`config.mk`:
```
export PLATFORM = sky130hd
export DESIGN_NAME = uart_tx_framer_flat
export DESIGN_NICKNAME = d
export VERILOG_FILES = /design/src/rtl/uart_pkg.sv /design/src/rtl/uart_tx_framer_if.sv /design/src/rtl/uart_tx_fifo.sv /design/src/rtl/uart_tx_framer.sv /design/src/flat_wrapper.sv
export SDC_FILE = /design/constraint.sdc
export NUM_CORES = 1
export LEC_CHECK = 0
export ABC_AREA = 1
export CAP_MARGIN = 10
export CORE_UTILIZATION = 40
export DETAILED_ROUTE_END_ITERATION = 8
export SYNTH_ARGS = -nofsm -noshare
export SYNTH_HDL_FRONTEND = slang
export SYNTH_HIERARCHICAL = 1
export SYNTH_SLANG_ARGS = --single-unit
```
`constraint.sdc`:
```
create_clock -name clock -period 5.4 [get_ports clock]
set_input_delay 1.08 -clock clock [delete_from_list [all_inputs] [get_ports clock]]
set_output_delay 1.08 -clock clock [all_outputs]
set_load 0.005 [all_outputs]
```
`src/rtl/uart_pkg.sv`:
```
// Frame constants and TX state encoding shared by the UART transmit and receive sides.
package uart_pkg;

  localparam int   UART_FRAME_BITS = 10;
  localparam int   UART_DATA_BITS  = 8;
  localparam logic UART_START_BIT  = 1'b0;
  localparam logic UART_STOP_BIT   = 1'b1;

  typedef enum logic {
    IDLE = 1'b0,
    SEND = 1'b1
  } uart_tx_state_t;

endpackage

```
`src/rtl/uart_tx_framer_if.sv`:
```
// Byte handshake from the data source into the UART transmitter (valid/ready, accept on valid & ready).
interface uart_tx_framer_if;
  import uart_pkg::*;

  logic [UART_DATA_BITS-1:0] tx_data;
  logic                      tx_valid;
  logic                      tx_ready;

  modport master (output tx_data, output tx_valid, input tx_ready);
  modport slave  (input tx_data, input tx_valid, output tx_ready);

endinterface

```
`src/rtl/uart_tx_fifo.sv`:
```
// Synchronous byte FIFO with registered occupancy count; read data is the head entry (show-ahead).
// Single-cycle push/pop; full and empty decode from the registered count only.
module uart_tx_fifo #(
  parameter int DEPTH = 4,
  parameter int WIDTH = 8
) (
  input  logic                     clock,
  input  logic                     reset,
  input  logic                     push,
  input  logic [WIDTH-1:0]         push_dat,
  input  logic                     pop,
  output logic [WIDTH-1:0]         pop_dat,
  output logic [$clog2(DEPTH):0]   count,
  output logic                     full,
  output logic                     empty
);

  localparam int PW = $clog2(DEPTH);
  localparam int CW = PW + 1;

  logic [WIDTH-1:0] mem [DEPTH];
  logic [PW-1:0]    wr_ptr;
  logic [PW-1:0]    rd_ptr;

  always_ff @(posedge clock) begin
    if (push) mem[wr_ptr] <= push_dat;
  end

  // Pointers wrap naturally because DEPTH is a power of two.
  always_ff @(posedge clock or negedge reset) begin
    if (!reset) begin
      wr_ptr <= '0;
      rd_ptr <= '0;
      count  <= '0;
    end else begin
      if (push) wr_ptr <= wr_ptr + 1'b1;
      if (pop)  rd_ptr <= rd_ptr + 1'b1;
      case ({push, pop})
        2'b10:   count <= count + 1'b1;
        2'b01:   count <= count - 1'b1;
        default: count <= count;
      endcase
    end
  end

  assign pop_dat = mem[rd_ptr];
  assign full    = (count == CW'(DEPTH));
  assign empty   = (count == '0);

endmodule

```
`src/rtl/uart_tx_framer.sv`:
```
// 8N1 UART transmitter: FIFO-buffered bytes shifted out LSB first; push at edge N -> start bit on txd after N+2.
// Frames run back to back while bytes are buffered; tx_ready drops only when the FIFO is full.
module uart_tx_framer
  import uart_pkg::*;
#(
  parameter int CLKS_PER_BIT = 434,
  parameter int FIFO_DEPTH   = 4
) (
  input  logic                         clock,
  input  logic                         reset,
  uart_tx_framer_if.slave              tx,
  output logic                         txd,
  output logic                         busy,
  output logic [$clog2(FIFO_DEPTH):0]  fifo_count
);

  localparam int             BW        = (CLKS_PER_BIT > 1) ? $clog2(CLKS_PER_BIT) : 1;
  localparam logic [BW-1:0]  BAUD_LAST = BW'(CLKS_PER_BIT - 1);
  localparam logic [3:0]     LAST_BIT  = 4'(UART_FRAME_BITS - 1);

  uart_tx_state_t              state;
  uart_tx_state_t              state_nxt;
  logic [BW-1:0]               baud_cnt;
  logic [3:0]                  bit_cnt;
  logic [UART_FRAME_BITS-1:0]  frame;
  logic [UART_DATA_BITS-1:0]   head;
  logic                        fifo_full;
  logic                        fifo_empty;
  logic                        push;
  logic                        pop;
  logic                        bit_end;
  logic                        frame_end;

  assign tx.tx_ready = ~fifo_full;
  assign push        = tx.tx_valid & ~fifo_full;
  assign bit_end     = (state == SEND) && (baud_cnt == BAUD_LAST);
  assign frame_end   = bit_end && (bit_cnt == LAST_BIT);

  uart_tx_fifo #(
    .DEPTH (FIFO_DEPTH),
    .WIDTH (UART_DATA_BITS)
  ) u_fifo (
    .clock    (clock),
    .reset    (reset),
    .push     (push),
    .push_dat (tx.tx_data),
    .pop      (pop),
    .pop_dat  (head),
    .count    (fifo_count),
    .full     (fifo_full),
    .empty    (fifo_empty)
  );

  always_ff @(posedge clock or negedge reset) begin
    if (!reset) state <= IDLE;
    else        state <= state_nxt;
  end

  always_comb begin
    state_nxt = state;
    case (state)
      IDLE:    if (!fifo_empty) state_nxt = SEND;
      SEND:    if (frame_end && fifo_empty) state_nxt = IDLE;
      default: state_nxt = IDLE;
    endcase
  end

  always_comb begin
    pop = 1'b0;
    case (state)
      IDLE:    pop = ~fifo_empty;
      SEND:    pop = frame_end & ~fifo_empty;
      default: pop = 1'b0;
    endcase
  end

  // The shift register idles at all ones, so txd simply follows frame[0] one cycle later.
  always_ff @(posedge clock or negedge reset) begin
    if (!reset) begin
      baud_cnt <= '0;
      bit_cnt  <= '0;
      frame    <= '1;
      txd      <= 1'b1;
    end else begin
      txd <= frame[0];
      if (pop) begin
        frame    <= {UART_STOP_BIT, head, UART_START_BIT};
        baud_cnt <= '0;
        bit_cnt  <= '0;
      end else if (state == SEND) begin
        if (bit_end) begin
          frame    <= {UART_STOP_BIT, frame[UART_FRAME_BITS-1:1]};
          baud_cnt <= '0;
          bit_cnt  <= bit_cnt + 4'd1;
        end else begin
          baud_cnt <= baud_cnt + 1'b1;
        end
      end
    end
  end

  assign busy = (state == SEND) | ~fifo_empty;

endmodule

```
`src/flat_wrapper.sv`:
```
// flat-port wrapper written by rule: the top's interface ports become plain ports
module uart_tx_framer_flat import uart_pkg::*;
#(
  parameter int CLKS_PER_BIT = 434,
  parameter int FIFO_DEPTH   = 4
)
  (clock, reset, txd, busy, fifo_count, tx_tx_data, tx_tx_valid, tx_tx_ready);
  uart_tx_framer_if tx_i ();
  input  logic clock;
  input  logic reset;
  output logic txd;
  output logic busy;
  output logic [$clog2(FIFO_DEPTH):0] fifo_count;
  input wire logic [$bits(tx_i.tx_data)-1:0] tx_tx_data;
  input wire logic [$bits(tx_i.tx_valid)-1:0] tx_tx_valid;
  output wire logic [$bits(tx_i.tx_ready)-1:0] tx_tx_ready;
  assign tx_i.tx_data = tx_tx_data;
  assign tx_i.tx_valid = tx_tx_valid;
  assign tx_tx_ready = tx_i.tx_ready;
  uart_tx_framer #(.CLKS_PER_BIT(CLKS_PER_BIT), .FIFO_DEPTH(FIFO_DEPTH)) u_core (.clock(clock), .reset(reset), .tx(tx_i), .txd(txd), .busy(busy), .fifo_count(fifo_count));
endmodule
```
* Word level (Yosys, flattened, before mapping)
Memories as Yosys holds them, arrays and structs flattened.
Cells that the tools add are included.
** Word-level totals
- Bits in registers :: 32
- Bits in writable memories :: 32
- Bits of input ports :: 11
- Output and inout bits :: 6
- Logic and storage cells :: 50
- Memories kept :: 1
** Memories
- u_core.u_fifo.mem :: depth 4, bits a word 8, rd ports 1, clocked after Yosys merged registers in 0, wr ports 1, RTL line uart_tx_fifo.sv:21 : logic [WIDTH-1:0] mem [DEPTH];
** Operators by class
- Add/sub/neg operators :: 6
- Equal/unequal tests :: 5
- Mux-type cells :: 16
- Bitwise operators :: 6
- Reductions and logical operators :: 8
** Operator list (count)
- 10-bit two-way mux :: 3
- 9-bit two-way mux :: 3
- 4-bit two-way mux :: 3
- 9-bit by 1-bit adder with 9-bit output (second input constant) :: 1
- 9-bit equality test (second input constant) :: 1
- 3-bit one-hot mux with 2 select lines :: 1
- 2-bit nonzero test :: 3
- 2-bit by 1-bit adder with 2-bit output (second input constant) :: 2
- 4-bit by 1-bit adder with 4-bit output (second input constant) :: 1
- 4-bit equality test (second input constant) :: 1
- 1-bit two-way mux :: 4
- 1-bit one-hot mux with 2 select lines :: 2
- 3-bit by 1-bit adder with 3-bit output (second input constant) :: 1
- 3-bit equality test (second input constant) :: 1
- 1-bit logical AND :: 3
- 3-bit logical NOT :: 1
- 1-bit NOT :: 3
- 3-bit by 1-bit subtractor with 3-bit output (second input constant) :: 1
- 1-bit bitwise AND :: 2
- 2-bit by 1-bit equality test with 1-bit output (second input constant) :: 1
- 2-bit equality test (second input constant) :: 1
- 2-bit AND reduction :: 1
- 1-bit bitwise OR :: 1

* Logic depth before layout (Yosys ltp)
- Depth in word-level cells :: 7
- Depth in mapped cells :: 17
- Depth with buffers taken out :: 16

* Hierarchy
The synthesis kept the hierarchy.
** Modules (own cells, without submodules)
- uart_tx_fifo :: instances 1, cells an instance 142, area an instance 1709.1 µm², seq. area each 1136.1 µm²
- uart_tx_framer :: instances 1, cells an instance 164, area an instance 1261.2 µm², seq. area each 613.1 µm²

* Worst setup path before layout
Ideal clock, no wire load.
- Path type :: input to register
- From :: in tx_tx_valid
- To :: reg u_core.u_fifo.count[2]
- Setup time :: 0.117 ns
- Arrival :: 2.165 ns
- Data required time :: 5.283 ns
- Setup slack :: 3.118 ns
- Stages :: 11
- Path buffers :: 1
- Cells stage by stage :: inv_1 -> nor2_1 -> buf_2 -> inv_1 -> ha_1 -> inv_1 -> fa_1 -> nand2_1 -> nand3_1 -> nand2_1 -> nand2_1
** On the way
- Longest elaborated chain between the ends :: 3
- Elaborated cells on any way between the ends :: 5
- Classes of those cells :: eq/ne (2); mux (1); bitwise (1); reduce/logical (1)
** RTL lines
- start, declared :: RTL line flat_wrapper.sv:15 : input wire logic [$bits(tx_i.tx_valid)-1:0] tx_tx_valid;
- 1-bit bitwise AND (*) :: RTL line uart_tx_framer.sv:35 : assign push = tx.tx_valid & ~fifo_full;
- net u_core.push :: RTL line uart_tx_framer.sv:29 : logic push;
- 2-bit by 1-bit equality test with 1-bit output or 2-bit equality test (tied branches) :: RTL line uart_tx_fifo.sv:38 : case ({push, pop})
- 3-bit one-hot mux with 2 select lines or 2-bit nonzero test (tied branches)
- end signal, assigned :: RTL line uart_tx_fifo.sv:39 : 2'b10: count <= count + 1'b1;
- end signal, assigned :: RTL line uart_tx_fifo.sv:40 : 2'b01: count <= count - 1'b1;
- end signal, assigned :: RTL line uart_tx_fifo.sv:41 : default: count <= count;
- end, declared :: RTL line uart_tx_fifo.sv:13 : output logic [$clog2(DEPTH):0] count,
The timed path passes the listed nets; every way through them passes the cells marked *.
A chain may end at the register's enable or synchronous reset.

* Final worst setup path
- From :: reg u_core.u_fifo.count[0]
- To :: out busy
** On the way
- Longest elaborated chain between the ends :: 3
** RTL lines
- 3-bit logical NOT :: RTL line uart_tx_fifo.sv:48 : assign empty = (count == '0);
- net u_core.fifo_empty :: RTL line uart_tx_framer.sv:28 : logic fifo_empty;
- 1-bit NOT :: RTL line uart_tx_framer.sv:102 : assign busy = (state == SEND) | ~fifo_empty;
- 1-bit bitwise OR :: RTL line uart_tx_framer.sv:102
- end, declared :: RTL line flat_wrapper.sv:12 : output logic busy;
The timed path passes the listed nets, and every way through them passes these cells.

==> impl_metrics.csv <==
group,metric,value,unit
place,port_buffers,16,
die,die_h,88.2,um
sta,max_slew_margin,34.4,%
setup_path,cp.arrival,2.16,ns
clock_network,cts_buffers,9,
clock_network,cts-root-buf,"clkbuf_8",
logic_synthesis,synthMostInstantiatedCell,"nand2_1",
die,dieWidth,88.2,um
logic_synthesis,syn-num-nets,327,
setup_path,reg2reg_slack,2.83,ns
global_route,grt_pass1_vias,1926,
clock_network,cts_resized,0,
logic_synthesis,ys_seq_area_share,58.9,%
logic_synthesis,mappedNetlistArea,2970,um^2
logic_synthesis,synth_top_flop_cell,"edfxtp_1",
clock_network,clk_latency,0.34,ns
cells_and_area,syn2layout_area_growth,15.3,%
die,dieArea,7770,um^2
die,fp-row-count,31,
worst_hold_path,worstHoldPathType,"flop to flop",
cells_and_area,final_cells,428,
global_route,grt_antenna_before_repair,0,
logic_synthesis,ys_seq_elements,63,
sta,fmax,0.309,GHz
pwr,total_power,1600,uW
setup_path,r2r-start,"u_core/baud_cnt[1]",
global_route,grt_max_degree,35,
routing,wl_per_cell,11.8,um
place,dp_hpwl,3.32,mm
pwr,max-vdd-ir-drop,0.000279,V
logic_synthesis,avgSynthCellArea,9.71,um^2
setup_path,cp-end-kind,"output port",
worst_hold_path,min_to,"u_core/txd",
sta,worst_hold_slack,0.370,ns
sta,fin_crit_sh,60.0,%
sta,max_slew.worst_pin.slew,0.983,ns
global_route,grt_pass1_wl,8.65,mm
setup_path,r2r-end,"u_core/u_fifo/count[2]",
clock_network,cts.sinks,63,
job,max-cap-violations,0,
worst_hold_path,hold_depth,0,
logic_synthesis,synth_edf_count,32,
setup_path,path_max_fanout,10,
logic_synthesis,synth_area_leader_cell,"edfxtp_1",
cells_and_area,fin_nets,345,
cells_and_area,drive_above_1_share,9.73,%
place,dp.cells,412,
place,placed_cell_area,3180,um^2
die,start_util,41.2,%
setup_path,critPathKind,"flop to output port",
clock_network,clock_path_buffers,2,
clock_network,cts_tree,"built",
sta,fin_setup_tns,0,ns
clock_network,htreeDepth,3,
place,place_congestion,0.735,
logic_synthesis,synth-async-reset-ratio,49.2,%
routing,drtPass1Iterations,4,
pwr,p_leak,0.00157,uW
run_status,outcome,"complete, no violations",
global_route,grt_usage,15.0,%
sta,slew_violations,0,
routing,dr_total_vias,1970,
worst_hold_path,min_from,"u_core/frame[0]",
cells_and_area,insertedDiodeCount,0,
routing,postRouteAntennaNets,0,
clock_network,clkSlewWorstSetupHoldPaths,0.07,ns
routing,routed_wl,5.06,mm
logic_synthesis,synthDistinctLibCells,23,
routing,via_per_inst,4.60,
logic_synthesis,syn_inst,306,
logic_synthesis,netlist_top_cells_count,"nand2_1, inv_1, edfxtp_1",
global_route,gr-total-overflow,0,
sta,fin_skew,0.00519,ns
cells_and_area,nFillCells,699,
sta,final-setup-viol-count,0,
sta,fin_crit,3.24,ns
die,coreArea,7210,um^2
sta,finalHoldViolCount,0,
clock_network,ctsHoldBuffers,0,
setup_path,worst_ep_required_time,4.32,ns
setup_path,worstSetupStartpointType,"flop",
die,io_pins,17,
cells_and_area,fin_area,3420,um^2
routing,drt-initial-drc-count,77,
logic_synthesis,synthTopCellsByArea,"edfxtp_1, dfrtp_1, nand2_1",
logic_synthesis,yosysWarnings,6,
clock_network,post_cts_buffers,0,
setup_path,reg2reg_depth,15,
logic_synthesis,synth_top_area_share,32.4,%
pwr,power.density,468,nW/um^2
sta,rsz0062_at_grt,"false",
routing,drc,0,
-- cells in the final DEF (no fill, tap or decap) --
master / synthesis / routed
inv_1: 59 / 59
nand2_2: 2 / 2
nand2_1: 76 / 76
bufinv_16: 0 / 3
clkinv_2: 0 / 1
ha_1: 9 / 9
edfxtp_1: 32 / 32
nand3_1: 23 / 23
clkbuf_8: 0 / 9
buf_4: 0 / 1
inv_2: 2 / 2
fa_1: 1 / 1
o31ai_1: 1 / 1
o211ai_2: 1 / 1
nand4_1: 3 / 3
dfstp_2: 10 / 10
nor3_1: 4 / 4
xor2_1: 5 / 5
xnor2_1: 3 / 3
o22ai_1: 1 / 1
o211ai_1: 15 / 15
clkinv_4: 0 / 1
o21ai_0: 3 / 3
clkinvlp_4: 0 / 1
a21oi_1: 7 / 7
clkdlybuf4s50_1: 0 / 16
nor2_1: 18 / 18
inv_6: 0 / 1
dfrtp_1: 21 / 21
-- flip-flops by register name, summed over array words and instances, names as in the netlist --
signal,count
u_core/state,1
u_core/bit_cnt,4
u_core/u_fifo/wr_ptr,2
u_core/u_fifo/rd_ptr,2
u_core/u_fifo/mem,32
u_core/txd,1
u_core/frame,9
u_core/baud_cnt,9
u_core/u_fifo/count,3
-- routing by layer --
layer | track usage [%] | routed length, um | vias up
met2 | 25.8 | 2400 | 28
met5 | 0 | 0 | -
met4 | 3.52 | 34 | 0
met3 | 5.66 | 174 | 4
met1 | 17.7 | 2450 | 931
li1 | - | - | 1007
-- logic make-up after synthesis --
group           synth area share (%)
xor+xnor                        2.36
fa+ha+maj                       4.47
simple gates                    17.5
compound gates                  6.36
buf+inv                         10.4
flops                           58.9
-- cell type report --
type	count	area (um^2)	share of cell area [%]
Sequential cell	63	1750	51.1
Multi-Input combinational cell	172	911	26.6
Inverter	61	229	6.69
Timing Repair Buffer	17	168	4.90
Clock buffer	9	124	3.62
Tap cell	99	124	3.62
Clock inverter	7	120	3.51
-- power by group --
group / switching [uW] / leakage, uW / internal (uW)
Sequential: 103 / 0.000655 / 643
Clock: 186 / 0.000120 / 308
Combinational: 213 / 0.000796 / 151
Total: 502 / 0.00157 / 1100
-- critical path, stage by stage (launching register included) --
cell and delay [ns]:
dfrtp_1 0.43, nor3_1 0.33, inv_2 0.17, nor2_1 0.33, inv_1 0.12, clkdlybuf4s50_1 0.46
-- metrics by stage --
| stage | utilization, % | setup WS, ns |
|---|---|---|
| 5_1_grt | 47.5 | 1.94 |
| 3_5_place_dp | 44.1 | 2.39 |
| 2_1_floorplan | - | 3.12 |
| 3_3_place_gp | 44.1 | 2.49 |
| 6_report | 47.5 | 2.16 |
| 4_1_cts | 47.5 | 2.14 |
-- worst max path at each step --
stage,startpoint,end,slack [ns],cells past startpoint
after floorplan,tx_tx_valid,u_core/u_fifo/count[2],3.12,11
after global placement,tx_tx_valid,u_core/u_fifo/count[1],2.49,8
after detailed placement,tx_tx_valid,u_core/u_fifo/count[1],2.39,8
after CTS,u_core/u_fifo/count[0],busy,2.14,5
after global routing,u_core/u_fifo/count[0],busy,1.94,5
final,u_core/u_fifo/count[0],busy,2.16,5
(Power assumes the default switching activity.)
==> RTL edit (config.mk and constraints unchanged) <==
`CLKS_PER_BIT` is set to 434 in 2 places; all go to 217.
--- a/src/rtl/uart_tx_framer.sv
+++ b/src/rtl/uart_tx_framer.sv
@@ -3,7 +3,7 @@
 module uart_tx_framer
   import uart_pkg::*;
 #(
-  parameter int CLKS_PER_BIT = 434,
+  parameter int CLKS_PER_BIT = 217,
   parameter int FIFO_DEPTH   = 4
 ) (
   input  logic                         clock,
--- a/src/flat_wrapper.sv
+++ b/src/flat_wrapper.sv
@@ -1,7 +1,7 @@
 // flat-port wrapper written by rule: the top's interface ports become plain ports
 module uart_tx_framer_flat import uart_pkg::*;
 #(
-  parameter int CLKS_PER_BIT = 434,
+  parameter int CLKS_PER_BIT = 217,
   parameter int FIFO_DEPTH   = 4
 )
   (clock, reset, txd, busy, fifo_count, tx_tx_data, tx_tx_valid, tx_tx_ready);
Formal check against the unedited RTL: no difference found for any inputs over 10 cycles, from zero or initial values and one cycle with reset low; that may be too few to reach the edited logic, so the function may still have changed.
==> RTL edit against the unedited design <==
  * Register-to-register slack lost 0.13 ns
  * Via count grew 0.56%
  * Final cell count shrank 0.70%
  * Clock power shrank 32%
  * Sequential cell count shrank 1
  * Synthesized cell count shrank 0.33%
  * Design area shrank 1.5%
  * Wire length grew 3.1%
  * Power shrank 17%
  * Synthesized area grew 2.7%
  * Count of clock-buffer cells in the layout grew 2
  * Critical path depth is the same
  * Worst setup slack lost 0.080 ns
  * Sequential power shrank 7.7%
==> RTL edit: results (changes against the unedited design) <==
- Top Registers: u_core/u_fifo/mem (32), u_core/frame (9), u_core/baud_cnt (8) (was u_core/u_fifo/mem (32), u_core/baud_cnt (9), u_core/frame (9))
- Hold/Removal Path Class: reg2reg (unchanged)
- CLK BUF: 11 (was 9)
- Pre-CTS WS: 2.39 ns (about the same)
- Flops & latches, synth: 62 (was 63)
- Syn nets: 326 (was 327)
- Clk tree area frac: 4.71% (was 7.12%)
- Tcrit/Tclk final: 61.5% (was 60.0%)
- Sw Share: 32.1% (was 31.3%)
- Worst Skew: 0.00621 ns (was 0.00519 ns)
- WL met1: 2520 um (was 2450 um)
- Vias in the first global route: 1851 (was 1926)
- Clock slew seen by the registers of the worst setup and hold paths: 0.06 ns
- #MultiIn Comb: 171 (was 172)
- Met2 wire len: 2500 um (was 2400 um)
- P&R area growth vs syn: 10.6% (was 15.3%)
- First-pass GRT wire length: 8710 um (was 8650 um)
- Share of layout cells above drive strength 1: 11.7% (was 9.73%)
- Register area share after synthesis: 56.5% (was 58.9%)
- RR Startpoint: u_core/baud_cnt[0]$_DFFE_PN0P_ (was u_core/baud_cnt[1]$_DFFE_PN0P_)
- Int Pwr: 901 uW (was 1.10 mW)
- Fill cells: 702 (was 699)
- Post-Place Cells: 409 (was 412)
- Worst VDD drop: 0.000158 V (was 0.000279 V)
- Static Leak: 1.53 nW (was 1.57 nW)
- Ranking of synthesized cells by area: edfxtp_1 (31%), dfrtp_1 (16%), dfstp_2 (8.6%), nand2_1 (7.9%), inv_1 (7.1%) (was edfxtp_1 (32%), dfrtp_1 (18%), nand2_1 (9.6%), dfstp_2 (8.8%), inv_1 (7.5%))
- Iteration-0 DRC Markers: 70 (was 77)
- Via count: 1981 (was 1970)
- Clk root buf: clkbuf_8 (unchanged)
- Met1 Track Usage GR: 19.0% (was 17.7%)
- Slew HR: 36.4% (was 34.4%)
- Worst-case register-to-register setup slack: 2.70 ns (was 2.83 ns)
- Post-Syn Instances: 305 (was 306)
- Placed cell area: 0.00322 mm2 (was 0.00318 mm2)
- Multi-input combinational area share: 28.9% (was 26.6%)
- Library cells used by synthesis: 32 (was 23)
- Register share of the cell area: 51.1% (about the same)
- Critical path arrival: 2.24 ns (was 2.16 ns)
- WL per Instance: 12.3 um (was 11.8 um)
- Design Area, Final: 0.00337 mm2 (was 0.00342 mm2)
- Non-clock buffering overhead: 4.97% (was 4.90%)
- Post-CTS sizing: 0 (unchanged)
- Fin Hold WS: 0.371 ns (was 0.370 ns)
- Asr flop ratio synth: 48.4% (was 49.2%)
- Status: completed (unchanged)
- Combinational share of power: 22.9% (was 22.7%)
- Signal inverters: 60 (was 61)
- Worst Path Max Fanout: 9 (was 10)
- Met2 usage: 23.9% (was 25.8%)
- Number of buffers created by CTS: 9 (unchanged)
- Drt total wl: 5220 um (was 5060 um)
- Met3 WL: 113 um (was 174 um)
==> RTL edit: cell families after synthesis <==
| kind of cell | synth area share [%] |
|---|---|
| AND/OR/NAND/NOR | 19.4 |
| adder cells (fa/ha/maj) | 4.35 |
| XOR/XNOR | 2.01 |
| AO/OA/AOI/OAI | 6.23 |
| buffers and inverters | 11.6 |
| flip-flops | 56.5 |
==> RTL edit: how the worst max path moves through the flow <==
stage	from	to	depth (start not counted)
finish	u_core/u_fifo/count[0]$_DFFE_PN0P_	busy	5
global route	u_core/u_fifo/count[0]$_DFFE_PN0P_	busy	5
CTS	u_core/u_fifo/count[0]$_DFFE_PN0P_	busy	5
detailed placement	tx_tx_valid	u_core/u_fifo/count[1]$_DFFE_PN0P_	8
global placement	tx_tx_valid	u_core/u_fifo/count[1]$_DFFE_PN0P_	8
floorplan	u_core/u_fifo/count[0]$_DFFE_PN0P_	busy	4
